--- src/rtl/text_lcd_ctrl.sv ---
// HD44780-style character LCD controller: power-up init sequence, then full
// screen frames (one set-address write per row followed by that row's chars),
// either refreshed continuously or on request with a one-deep pending flag.
module text_lcd_ctrl #(
  parameter int COLS        = 16,
  parameter int ROWS        = 2,
  parameter int INIT_DELAY  = 70,
  parameter int CMD_WAIT    = 30,
  parameter int CLR_WAIT    = 60,
  parameter int CHAR_WAIT   = 2,
  parameter int REFRESH_GAP = 100
) (
  input  logic                   CLK,
  input  logic                   RESETN,      // active-high despite the name
  input  logic [8*COLS*ROWS-1:0] TEXT,
  input  logic                   AUTO,
  input  logic                   UPDATE_REQ,
  output logic                   BUSY,
  output logic                   INIT_DONE,
  output logic                   FRAME_DONE,
  output logic                   LCD_E,
  output logic                   LCD_RS,
  output logic                   LCD_RW,
  output logic [7:0]             LCD_DATA
);

  // One counter serves every delay, so it is sized for the longest one.
  // INIT_DELAY and REFRESH_GAP are assumed >= 1; the post-write waits may be 0.
  localparam int W01   = (INIT_DELAY > CMD_WAIT)  ? INIT_DELAY : CMD_WAIT;
  localparam int W23   = (CLR_WAIT   > CHAR_WAIT) ? CLR_WAIT   : CHAR_WAIT;
  localparam int W03   = (W01 > W23) ? W01 : W23;
  localparam int MAXW  = (W03 > REFRESH_GAP) ? W03 : REFRESH_GAP;
  localparam int CW    = $clog2(MAXW + 1);
  localparam int RW    = (ROWS > 1) ? $clog2(ROWS) : 1;
  localparam int CLW   = (COLS > 1) ? $clog2(COLS) : 1;

  localparam logic [CW-1:0]  INIT_M1  = CW'(INIT_DELAY - 1);
  localparam logic [CW-1:0]  GAP_M1   = CW'(REFRESH_GAP - 1);
  localparam logic [CLW-1:0] LAST_COL = CLW'(COLS - 1);
  localparam logic [RW-1:0]  LAST_ROW = RW'(ROWS - 1);
  localparam logic [7:0]     COLS8    = 8'(COLS);

  typedef enum logic [3:0] {
    S_PWR, S_FSET, S_DON, S_EMS, S_CLR, S_IDLE, S_ADDR, S_CHAR, S_GAP
  } state_t;

  // Every bus write runs W1 (E high) -> W2 (E low) -> WT (post-write wait).
  typedef enum logic [1:0] {P_W1, P_W2, P_WT} ph_t;

  state_t                              r_state, w_nxt;
  ph_t                                 r_ph;
  logic [CW-1:0]                       r_cnt;
  logic [RW-1:0]                       r_row;
  logic [CLW-1:0]                      r_col;
  logic                                r_pend, r_init, r_fdone;
  logic [ROWS-1:0][COLS-1:0][7:0]      r_buf;
  logic                                w_isw, w_wdone, w_cap, w_last_col, w_last_row;
  logic [CW-1:0]                       w_wait;
  logic [7:0]                          w_base;

  assign w_isw      = (r_state == S_FSET) || (r_state == S_DON) || (r_state == S_EMS) ||
                      (r_state == S_CLR)  || (r_state == S_ADDR) || (r_state == S_CHAR);
  assign w_last_col = (r_col == LAST_COL);
  assign w_last_row = (r_row == LAST_ROW);
  // The first cycle of a frame is row 0's address W1; the text is frozen here.
  assign w_cap      = (r_state == S_ADDR) && (r_row == '0) && (r_ph == P_W1);
  assign INIT_DONE  = r_init;
  assign FRAME_DONE = r_fdone;

  // Post-write wait length for the current write and its completion strobe.
  always_comb begin
    w_wait  = '0;
    w_wdone = 1'b0;
    case (r_state)
      S_FSET, S_DON, S_EMS: w_wait = CW'(CMD_WAIT);
      S_CLR:                w_wait = CW'(CLR_WAIT);
      S_ADDR, S_CHAR:       w_wait = CW'(CHAR_WAIT);
      default:              w_wait = '0;
    endcase
    if (w_isw) begin
      if (r_ph == P_W2 && w_wait == '0)                    w_wdone = 1'b1;
      else if (r_ph == P_WT && r_cnt == w_wait - 1'b1)     w_wdone = 1'b1;
    end
  end

  // State register.
  always_ff @(posedge CLK or posedge RESETN) begin
    if (RESETN) r_state <= S_PWR;
    else        r_state <= w_nxt;
  end

  // Next-state logic; AUTO/pending only matter at init end, frame end, IDLE and GAP.
  always_comb begin
    w_nxt = r_state;
    case (r_state)
      S_PWR:  if (r_cnt == INIT_M1) w_nxt = S_FSET;
      S_FSET: if (w_wdone) w_nxt = S_DON;
      S_DON:  if (w_wdone) w_nxt = S_EMS;
      S_EMS:  if (w_wdone) w_nxt = S_CLR;
      S_CLR:  if (w_wdone) w_nxt = (AUTO || r_pend) ? S_ADDR : S_IDLE;
      S_IDLE: if (UPDATE_REQ || AUTO || r_pend) w_nxt = S_ADDR;
      S_ADDR: if (w_wdone) w_nxt = S_CHAR;
      S_CHAR: if (w_wdone && w_last_col)
                w_nxt = !w_last_row ? S_ADDR : (AUTO ? S_GAP : S_IDLE);
      S_GAP:  if (r_cnt == GAP_M1) w_nxt = (AUTO || r_pend) ? S_ADDR : S_IDLE;
      default: w_nxt = S_PWR;
    endcase
  end

  // Write phase, delay counter, row/column cursor and status flags.
  always_ff @(posedge CLK or posedge RESETN) begin
    if (RESETN) begin
      r_ph    <= P_W1;
      r_cnt   <= '0;
      r_row   <= '0;
      r_col   <= '0;
      r_pend  <= 1'b0;
      r_init  <= 1'b0;
      r_fdone <= 1'b0;
    end else begin
      r_fdone <= (r_state == S_CHAR) && w_wdone && w_last_col && w_last_row;
      if (r_state == S_CLR && w_wdone) r_init <= 1'b1;
      // A request during a capture cycle wins: that frame may already be stale.
      if (UPDATE_REQ && BUSY) r_pend <= 1'b1;
      else if (w_cap)         r_pend <= 1'b0;
      if (w_nxt != r_state || w_wdone) begin
        r_ph  <= P_W1;
        r_cnt <= '0;
      end else if (w_isw) begin
        case (r_ph)
          P_W1:    r_ph <= P_W2;
          P_W2:    begin r_ph <= P_WT; r_cnt <= '0; end
          default: r_cnt <= r_cnt + 1'b1;
        endcase
      end else if (r_state == S_PWR || r_state == S_GAP) begin
        r_cnt <= r_cnt + 1'b1;
      end
      if (r_state == S_CHAR && w_wdone) begin
        if (w_last_col) begin
          r_col <= '0;
          r_row <= w_last_row ? '0 : r_row + 1'b1;
        end else begin
          r_col <= r_col + 1'b1;
        end
      end else if (r_state != S_ADDR && r_state != S_CHAR) begin
        r_row <= '0;
        r_col <= '0;
      end
    end
  end

  // Frame text snapshot, so TEXT changes mid-frame only show in the next frame.
  always_ff @(posedge CLK or posedge RESETN) begin
    if (RESETN)     r_buf <= '0;
    else if (w_cap) r_buf <= TEXT;
  end

  // Bus and status outputs decoded from state; RS/DATA hold for a whole write + wait.
  always_comb begin
    LCD_E    = w_isw && (r_ph == P_W1);
    LCD_RS   = (r_state == S_CHAR);
    LCD_RW   = 1'b0;
    BUSY     = (r_state != S_IDLE) || r_pend;
    case (int'(r_row))
      1:       w_base = 8'h40;
      2:       w_base = COLS8;
      3:       w_base = 8'h40 + COLS8;
      default: w_base = 8'h00;
    endcase
    case (r_state)
      S_FSET:  LCD_DATA = 8'h38;
      S_DON:   LCD_DATA = 8'h0C;
      S_EMS:   LCD_DATA = 8'h06;
      S_CLR:   LCD_DATA = 8'h01;
      S_ADDR:  LCD_DATA = 8'h80 | w_base;
      S_CHAR:  LCD_DATA = r_buf[r_row][r_col];
      default: LCD_DATA = 8'h00;
    endcase
  end

endmodule

--- config.mk ---
export PLATFORM = sky130hd
export DESIGN_NAME = text_lcd_ctrl
export DESIGN_NICKNAME = d
export VERILOG_FILES = /design/src/rtl/text_lcd_ctrl.sv
export SDC_FILE = /design/constraint.sdc
export NUM_CORES = 1
export LEC_CHECK = 0
export ABC_CLOCK_PERIOD_IN_PS = 19600
export BUFFER_PORTS_ARGS = -buffer_cell sky130_fd_sc_hd__clkbuf_2
export CORE_MARGIN = 10
export CORE_UTILIZATION = 35
export DETAILED_ROUTE_END_ITERATION = 12
export PLACE_DENSITY = 0.61
export SLEW_MARGIN = 20
export SYNTH_ARGS = -nofsm -noshare
export SYNTH_HDL_FRONTEND = slang
export SYNTH_SLANG_ARGS = --single-unit
--- constraint.sdc ---
create_clock -name CLK -period 19.6 [get_ports CLK]
set_input_delay 0.98 -clock CLK [delete_from_list [all_inputs] [get_ports CLK]]
set_output_delay 0.98 -clock CLK [all_outputs]
set_load 0.005 [all_outputs]
After elaboration in Yosys (flattened, before gate mapping)
Index checks and enable logic that the tools add are counted.
- register bits after elaboration: 277
- input bits: 260
- add/subtract/negate cells: 4
- order comparisons: 2
- equality and inequality tests: 20
- mux-type cells: 39
- bitwise logic cells: 1
- reductions and logical operators: 36
- operator list (operator ; number):
    128-bit two-way mux ; 2
    4-bit two-way mux ; 14
    8-bit case mux with 6 select lines ; 1
    4-bit case mux with 9 select lines ; 1
    8-bit binary-select mux with 4-bit select ; 1
    7-bit two-way mux ; 4
    6-bit case mux with 3 select lines ; 1
    4-bit by 3-bit == test with 1-bit output, second input constant ; 4
    7-bit == test, second input constant ; 2
    7-bit case mux with 2 select lines ; 1
    1-bit logical AND ; 12
    4-bit by 3-bit inequality test with 1-bit output, second input constant ; 3
    1-bit logical OR ; 11
    1-bit two-way mux ; 9
    4-bit by 2-bit == test with 1-bit output, second input constant ; 2
    4-bit == test, second input constant ; 2
    8-bit two-way mux ; 1
    7-bit by 1-bit adder with 7-bit output, second input constant ; 1
    7-bit == test ; 1
    7-bit zero test ; 1
    7-bit by 1-bit subtractor with 7-bit output, second input constant ; 1
    2-bit two-way mux ; 3
    2-bit AND reduction ; 3
    2-bit nonzero test ; 3
    17 further kinds ; 18

Logic depth before layout (Yosys ltp)
Gate-level depths: netlist of run 1.
- depth in word-level cells: 16
- gate-level depth with buffers: 12
- mapped depth without buffers: 10

Least setup slack after synthesis of run 1
OpenSTA, ideal clock, no wires.
- path type: reg2out
- start point: register r_col[0]
- end point: output LCD_DATA[0]
- data arrival time: 2.300 ns
- data required time: 18.620 ns
- path slack: 16.320 ns
- cell stages (with the launch flop): 8
- buffers on the path: 3
- cell sequence: dfrtp_1 -> buf_2 -> buf_2 -> clkbuf_1 -> mux4_2 -> mux4_2 -> a22oi_1 -> nand2_1
- word-level cells in the longest chain between the ends: 3
- ends and longest elaborated chain (what ; RTL line ; source):
    start, declared ; 54 ; logic [CLW-1:0] r_col;
    start signal, assigned ; 143 ; r_col <= r_col + 1'b1;
    8-bit binary-select mux with 4-bit select ; 176 ; S_CHAR: LCD_DATA = r_buf[r_row][r_col];
    8-bit two-way mux (not written as such) ; 176 ;
    8-bit case mux with 6 select lines ; 170 ; case (r_state)
    end, declared ; 24 ; output logic [7:0] LCD_DATA
No other way between the ends. The select of a mux whose other input is x is not followed.

Worst setup path after layout of run 1
- start point: register r_row
- end point: output LCD_DATA[0]
- word-level cells in the longest chain between the ends: 5
- ends and longest elaborated chain (what ; RTL line ; source):
    start, declared ; 53 ; logic [RW-1:0] r_row;
    start signal, assigned ; 141 ; r_row <= w_last_row ? '0 : r_row + 1'b1;
    128-bit two-way mux (not written as such) (2 in a row) ; 176 ;
    8-bit binary-select mux with 4-bit select ; 176 ;
    8-bit two-way mux (not written as such) ; 176 ;
    8-bit case mux with 6 select lines ; 170 ;
No other way between the ends. The select of a mux whose other input is x is not followed.

==> results of run 1 <==
==> kinds of logic (layout without fill, tap and decap cells) <==
family / Yosys count / in the layout / share of synthesized area
buf+inv: 67 / 344 / 0.0258
mux: 340 / 340 / 0.361
simple gates: 98 / 98 / 0.0411
fa+ha+maj: 6 / 6 / 0.00576
flops: 277 / 277 / 0.532
xor+xnor: 4 / 4 / 0.00269
compound gates: 62 / 62 / 0.0313
other cells: 1 / 4 / 0.000288
==> cell usage in the layout (no fill, tap or decap), drive strengths merged, types with 8 or more instances in the layout <==
master / synthesis / routed
mux2: 256 / 256
dfrtp: 277 / 277
nand2: 20 / 20
mux4: 79 / 79
o21ai: 19 / 19
a21oi: 12 / 12
inv: 9 / 8
nand3: 11 / 11
nor2: 21 / 21
clkbuf: 14 / 318
buf: 43 / 8
==> per-layer routing <==
metal | vias up | share of wire
met3 | 51 | 0.073
met4 | 14 | 0.015
met5 | - | 0.0023
li1 | 3732 | -
met2 | 237 | 0.48
met1 | 4248 | 0.43
==> worst paths after layout <==
path	from	endpoint	slack, ns
max in group asynchronous	RESETN	r_buf[107]	17.47
worst max register to register	r_state[3]	r_buf[242]	16.03
worst max-delay path	r_row	LCD_DATA[0]	14.78
worst min register to register	INIT_DONE	INIT_DONE	0.49
worst min-delay path	INIT_DONE	INIT_DONE	0.49
min in group asynchronous	RESETN	r_state[2]	0.51
==> Yosys cell counts, types with 2 or more instances <==
cell / number
dfrtp_1: 277
mux2_2: 256
mux4_2: 79
buf_2: 36
nor2_1: 21
nand2_1: 20
o21ai_0: 18
a21oi_1: 12
clkbuf_1: 12
nand3_1: 11
inv_1: 9
ha_1: 6
and3_1: 5
mux2i_1: 5
nand3b_1: 5
or3_1: 5
a22oi_1: 4
buf_1: 4
nor2b_1: 4
nor3_1: 4
a211oi_1: 3
nand2b_1: 3
o21a_1: 3
o21bai_1: 3
xnor2_1: 3
a31o_2: 2
a31oi_1: 2
and2_1: 2
and2b_2: 2
buf_4: 2
clkbuf_8: 2
nand4_1: 2
nor3b_1: 2
nor4_1: 2
nor4bb_1: 2
o31ai_1: 2
or2b_2: 2
==> state kept, by name (all words and copies together), names as in the netlist <==
name / cells
INIT_DONE: 1
FRAME_DONE: 1
r_state: 4
r_col: 4
r_buf: 256
r_row: 1
r_pend: 1
r_ph: 2
r_cnt: 7
==> per-stage QoR <==
stage | cells | setup WS (ns)
floorplan | 855 | 10.98
global placement | 1544 | 15.40
detailed placement | 1544 | 15.36
CTS | 1599 | 14.74
global route | 1601 | 14.53
finish | 1603 | 14.78
==> power by group <==
group          switching [mW]  total (mW)  internal (mW)
registers              0.0160       0.615          0.599
logic                  0.0325      0.0808         0.0483
clock network           0.232       0.597          0.365
total                   0.280        1.29           1.01
==> layout make-up <==
type                    instances  area, um^2  share of cell area
flip-flops and latches        277        6940               0.438
well taps                     468         586              0.0369
clock buffers                  46         892              0.0563
clock inverters                 9         154             0.00971
inverters                       9        46.3             0.00292
multi-input cells             511        5780               0.364
repair buffers                280        1450              0.0917
diodes                          3        7.51            0.000473
==> flow_summary_export.csv, run 1 <==
group,metric,value,unit
critical_path,setup.worst_path.class,"flip-flop to output port",
floorplan,dieWidth,213,um
route,vias,8282,
floorplan,initial_utilization,0.355,
cells_and_area,final_util,0.432,
sta,finalHoldViolCount,0,
cells_and_area,nets,1376,
sta,maxSlewHeadroom,0.368,
synth,yosysTopAreaCellShare,0.532,
sta,rsz0062_at_grt,"no",
cells_and_area,drive_gt1_frac,0.598,
clocking,cts_buffer_depth,3,
synth,seq_area_frac_synth,0.532,
synth,synth_seq_cells,277,
clocking,clkLatencyLatePin,0.55,ns
placed_design,globalplace.congestion,0.861,
global_routing,grt_use_met1,0.217,
route,wl,37.6,mm
floorplan,row_count,70,
synth,synthFlopType,"dfrtp_1",
critical_path,worstPathArrival,3.84,ns
critical_path,path_max_fanout,36,
synth,async_reset_ff_frac,1.00,
global_routing,grt_overflow,0,
synth,ys_warn_count,0,
global_routing,grt.busiest_layer,"met2",
sta,min_period,4.82,ns
cells_and_area,design_area,15900,um^2
critical_path,crit_chain,"buf_4 -> mux4_2 -> mux4_2 -> a22oi_1 -> nand2_1 -> clkbuf_2",
synth,postSynthCellCount,855,
critical_path,critPathMaxStageDelay,0.83,ns
critical_path,worst-path-stages,6,
synth,syn-num-nets,1121,
critical_path,worstSetupStartpointType,"flip-flop",
power_and_ir_drop,ir_drop,0.0000635,V
sta,clock-skew-final,0.00990,ns
route,first_pass_iters,4,
clocking,numCtsBuffers,31,
sta,tns,0,ns
sta,post-route-period-util,0.246,
synth,ys_types,60,
synth,avgSynthCellArea,15.2,um^2
route,via_per_inst,5.17,
sta,tightest_slew,0.948,ns
global_routing,grt_pass1_vias,9104,
synth,syn-cell-area,13000,um^2
synth,synth_top_area_cell,"dfrtp_1",
route,drt_iter0_drc,522,
job,max-cap-violations,0,
floorplan,io-pin-count,274,
cells_and_area,fillCellCount,3324,
route,route.detailed.drc,0,
critical_path,crit_top_cell,"mux4_2",
global_routing,grtUsageMet2,0.266,
global_routing,grt_max_degree,208,
global_routing,grt_use_total,0.166,
global_routing,grtUsageMet3,0.0506,
power_and_ir_drop,leakage,6.90,nW
synth,synthTopCellsByArea,"dfrtp_1, mux2_2, mux4_2, buf_2, o21ai_0",
power_and_ir_drop,total_power,1.29,mW
cells_and_area,area_delta_synth_final,21.6,%
sta,maxSlewViolCount,0,
clocking,cts_repair_resize_count,0,
critical_path,path_delay_family,"multiplexers",
clocking,cts_tree,"built",
synth,synth_edf_count,0,
clocking,path_clk_slew,0.06,ns
clocking,cts_setup_buffers,0,
worst_hold_path,min_path_cells,1,
placed_design,portBuffers,272,
sta,fmax,208,MHz
clocking,cts.htree.levels,1,
critical_path,crit_buf_inv,2,
global_routing,grt_pass1_wl,57.4,mm
power_and_ir_drop,power_density,81.5,nW/um^2
sta,setup_viol,0,
outcome,run_status,"completed",
route,wl_per_cell,23.5,um
critical_path,crit_slowest_cell,"dfrtp_4",
critical_path,critPathRequiredTime,18.62,ns
clocking,cts_num_sinks,277,
placed_design,dpl_cell_area,14800,um^2
sta,hold_slack,0.492,ns
global_routing,antenna_found_initial,10,
clocking,cts_hold_buf,0,
placed_design,dp_hpwl,27.6,mm
critical_path,ff2ff_path_depth,6,
floorplan,die_height,213,um
worst_hold_path,hp-class,"flip-flop to flip-flop",
floorplan,core_region_area,36700,um^2
critical_path,endpoint_kind,"output port",
floorplan,die_area,45400,um^2
clocking,root_buffer,"clkbuf_16",
route,ant_nets,0,
No activity file was read; power rests on OpenSTA's default activity.
==> run 2: changes to the inputs <==
ABC_CLOCK_PERIOD_IN_PS = 4100   (was 19600)
PLACE_DENSITY = 0.63   (was 0.61)
clock period = 4.1 ns   (was 19.6 ns; I/O delays follow)
==> run 2 against run 1 <==
  * Wire length up 8.8%
  * Register-to-register slack worse by 15 ns
  * Clock power rose to 5.2 times the previous value
  * Sequential power rose to 4.8 times the previous value
  * Critical path depth unchanged
  * Combinational power rose to 7.5 times the previous value
  * Largest cell class unchanged
==> flow_summary_export.csv, run 2 (synthesized netlist as in run 1, its figures left out) <==
group,metric,value,unit
clocking,cts_buffer_depth,3,
critical_path,path_max_fanout,38,
sta,maxSlewViolCount,0,
sta,tightest_slew,1.02,ns
sta,maxSlewHeadroom,0.317,
critical_path,crit_slowest_cell,"dfrtp_4",
critical_path,critPathRequiredTime,3.89,ns
critical_path,r2r_end,"r_state[2]",
critical_path,r2r_slack,0.73,ns
route,ant_nets,0,
sta,setup_viol,0,
global_routing,grt_overflow,0,
critical_path,critPathMaxStageDelay,0.77,ns
cells_and_area,final_cell_mix,"dfrtp_1, clkbuf_2, dlygate4sd3_1",
worst_hold_path,hp-class,"primary input to flip-flop",
clocking,cts_num_sinks,277,
floorplan,row_count,70,
clocking,numCtsBuffers,34,
outcome,run_status,"completed",
global_routing,grt_pass1_vias,10800,
sta,clock-skew-final,0.0133,ns
global_routing,grt_use_total,0.183,
sta,finalHoldViolCount,0,
sta,min_period,3.62,ns
floorplan,die_height,213,um
route,wl,41.0,mm
power_and_ir_drop,power_density,355,nW/um^2
power_and_ir_drop,ir_drop,0.000235,V
critical_path,critPathLaunch,"r_col[0]",
clocking,cts.htree.levels,2,
cells_and_area,largest_register_ffs,256,
cells_and_area,area_delta_synth_final,43.2,%
sta,rsz0062_at_grt,"no",
cells_and_area,final_util,0.509,
critical_path,setup.worst_path.class,"flip-flop to output port",
critical_path,worstPathArrival,3.42,ns
route,via_per_inst,5.03,
clocking,clkLatencyLatePin,0.52,ns
route,route.detailed.drc,0,
cells_and_area,nets,1648,
floorplan,dieWidth,213,um
sta,tns,0,ns
placed_design,globalplace.congestion,0.912,
critical_path,worstSetupStartpointType,"flip-flop",
cells_and_area,top_regs,"r_buf (256), r_cnt (7)",
route,drt_iter0_drc,576,
global_routing,grt_pass1_wl,63.4,mm
route,wl_per_cell,21.8,um
placed_design,dp_hpwl,27.5,mm
critical_path,endpoint_kind,"output port",
job,max-cap-violations,0,
critical_path,ff2ff_path_depth,10,
clocking,cts_tree,"built",
global_routing,antenna_found_initial,8,
floorplan,io-pin-count,274,
cells_and_area,top_register,"r_buf",
placed_design,dp_slack,0.823,ns
sta,post-route-period-util,0.884,
critical_path,crit_chain,"buf_12 -> mux4_2 -> mux4_2 -> a22oi_1 -> nand2_1 -> clkbuf_2",
floorplan,initial_utilization,0.355,
sta,fmax,276,MHz
clocking,cts_repair_resize_count,0,
critical_path,crit_path_end,"LCD_DATA[0]",
clocking,cts_setup_buffers,0,
route,first_pass_iters,5,
floorplan,core_region_area,36700,um^2
global_routing,grt_max_degree,167,
critical_path,crit_top_cell,"mux4_2",
cells_and_area,mostFrequentLayoutCell,"dfrtp_1",
clocking,root_buffer,"clkbuf_16",
critical_path,rr_startpoint,"r_state[0]",
placed_design,portBuffers,272,
cells_and_area,drive_gt1_frac,0.494,
clocking,path_clk_slew,0.06,ns
power_and_ir_drop,leakage,8.09,nW
floorplan,die_area,45400,um^2
route,vias,9442,
sta,worst_slack,0.478,ns
cells_and_area,fillCellCount,3018,
## run 2: final cells by class
type	instances	area, um^2	share of cell area
Sequential cell	277	6940	0.372
Multi-Input combinational cell	511	5780	0.309
Timing Repair Buffer	549	4160	0.223
Clock buffer	49	1020	0.0547
Clock inverter	9	130	0.00697
Antenna cell	7	17.5	0.000938
Tap cell	468	586	0.0314
Inverter	9	37.5	0.00201
## run 2: layer usage
metal | up-vias | track usage | share of wire
li1 | 4275 | - | -
met1 | 4770 | 0.230 | 0.42
met2 | 299 | 0.298 | 0.49
met3 | 94 | 0.0431 | 0.052
met4 | 4 | 0.0731 | 0.035
met5 | - | 0 | 0.00066
## run 2: critical path: cells and delay by family, from the launching register on
kind                   cells  cell delay (ns)
multiplexers               2             1.03
flip-flops                 1             0.77
buffers and inverters      2             0.50
AO/OA/AOI/OAI              1             0.29
AND/OR/NAND/NOR            1             0.25
## run 2: how the worst min path moves through the flow
stage                         start    endpoint  cells after the start
after floorplan            TEXT[16]   r_buf[16]                      1
after global placement       RESETN  r_buf[159]                      3
after detailed placement  TEXT[184]  r_buf[184]                      2
after CTS                      AUTO  r_state[3]                      3
after global routing           AUTO  r_state[3]                      3
final                          AUTO  r_state[3]                      3
## run 2: through the flow
| step | instances | instance area (um^2) | total power, mW | hold WS, ns |
|---|---|---|---|---|
| global route | 1877 | 18700 | 6.90 | 0.0661 |
| finish | 1879 | 18700 | 6.64 | 0.0377 |
| floorplan | 855 | 13000 | 3.16 | 0.356 |
| CTS | 1872 | 18700 | 6.71 | 0.0150 |
| detailed placement | 1556 | 14900 | 3.39 | 0.441 |
| global placement | 1556 | 14900 | 3.38 | 0.430 |
## run 2: power by group
part | total, mW | switching (mW) | internal [mW]
sequential | 2.93 | 0.0683 | 2.86
combinational | 0.607 | 0.213 | 0.394
clock | 3.10 | 1.18 | 1.92
total | 6.64 | 1.46 | 5.18
## run 2: timing repair
action	CTS	global route
hold endpoints to repair	368	0
endpoints found under the setup margin	0	0
hold buffers	258	0
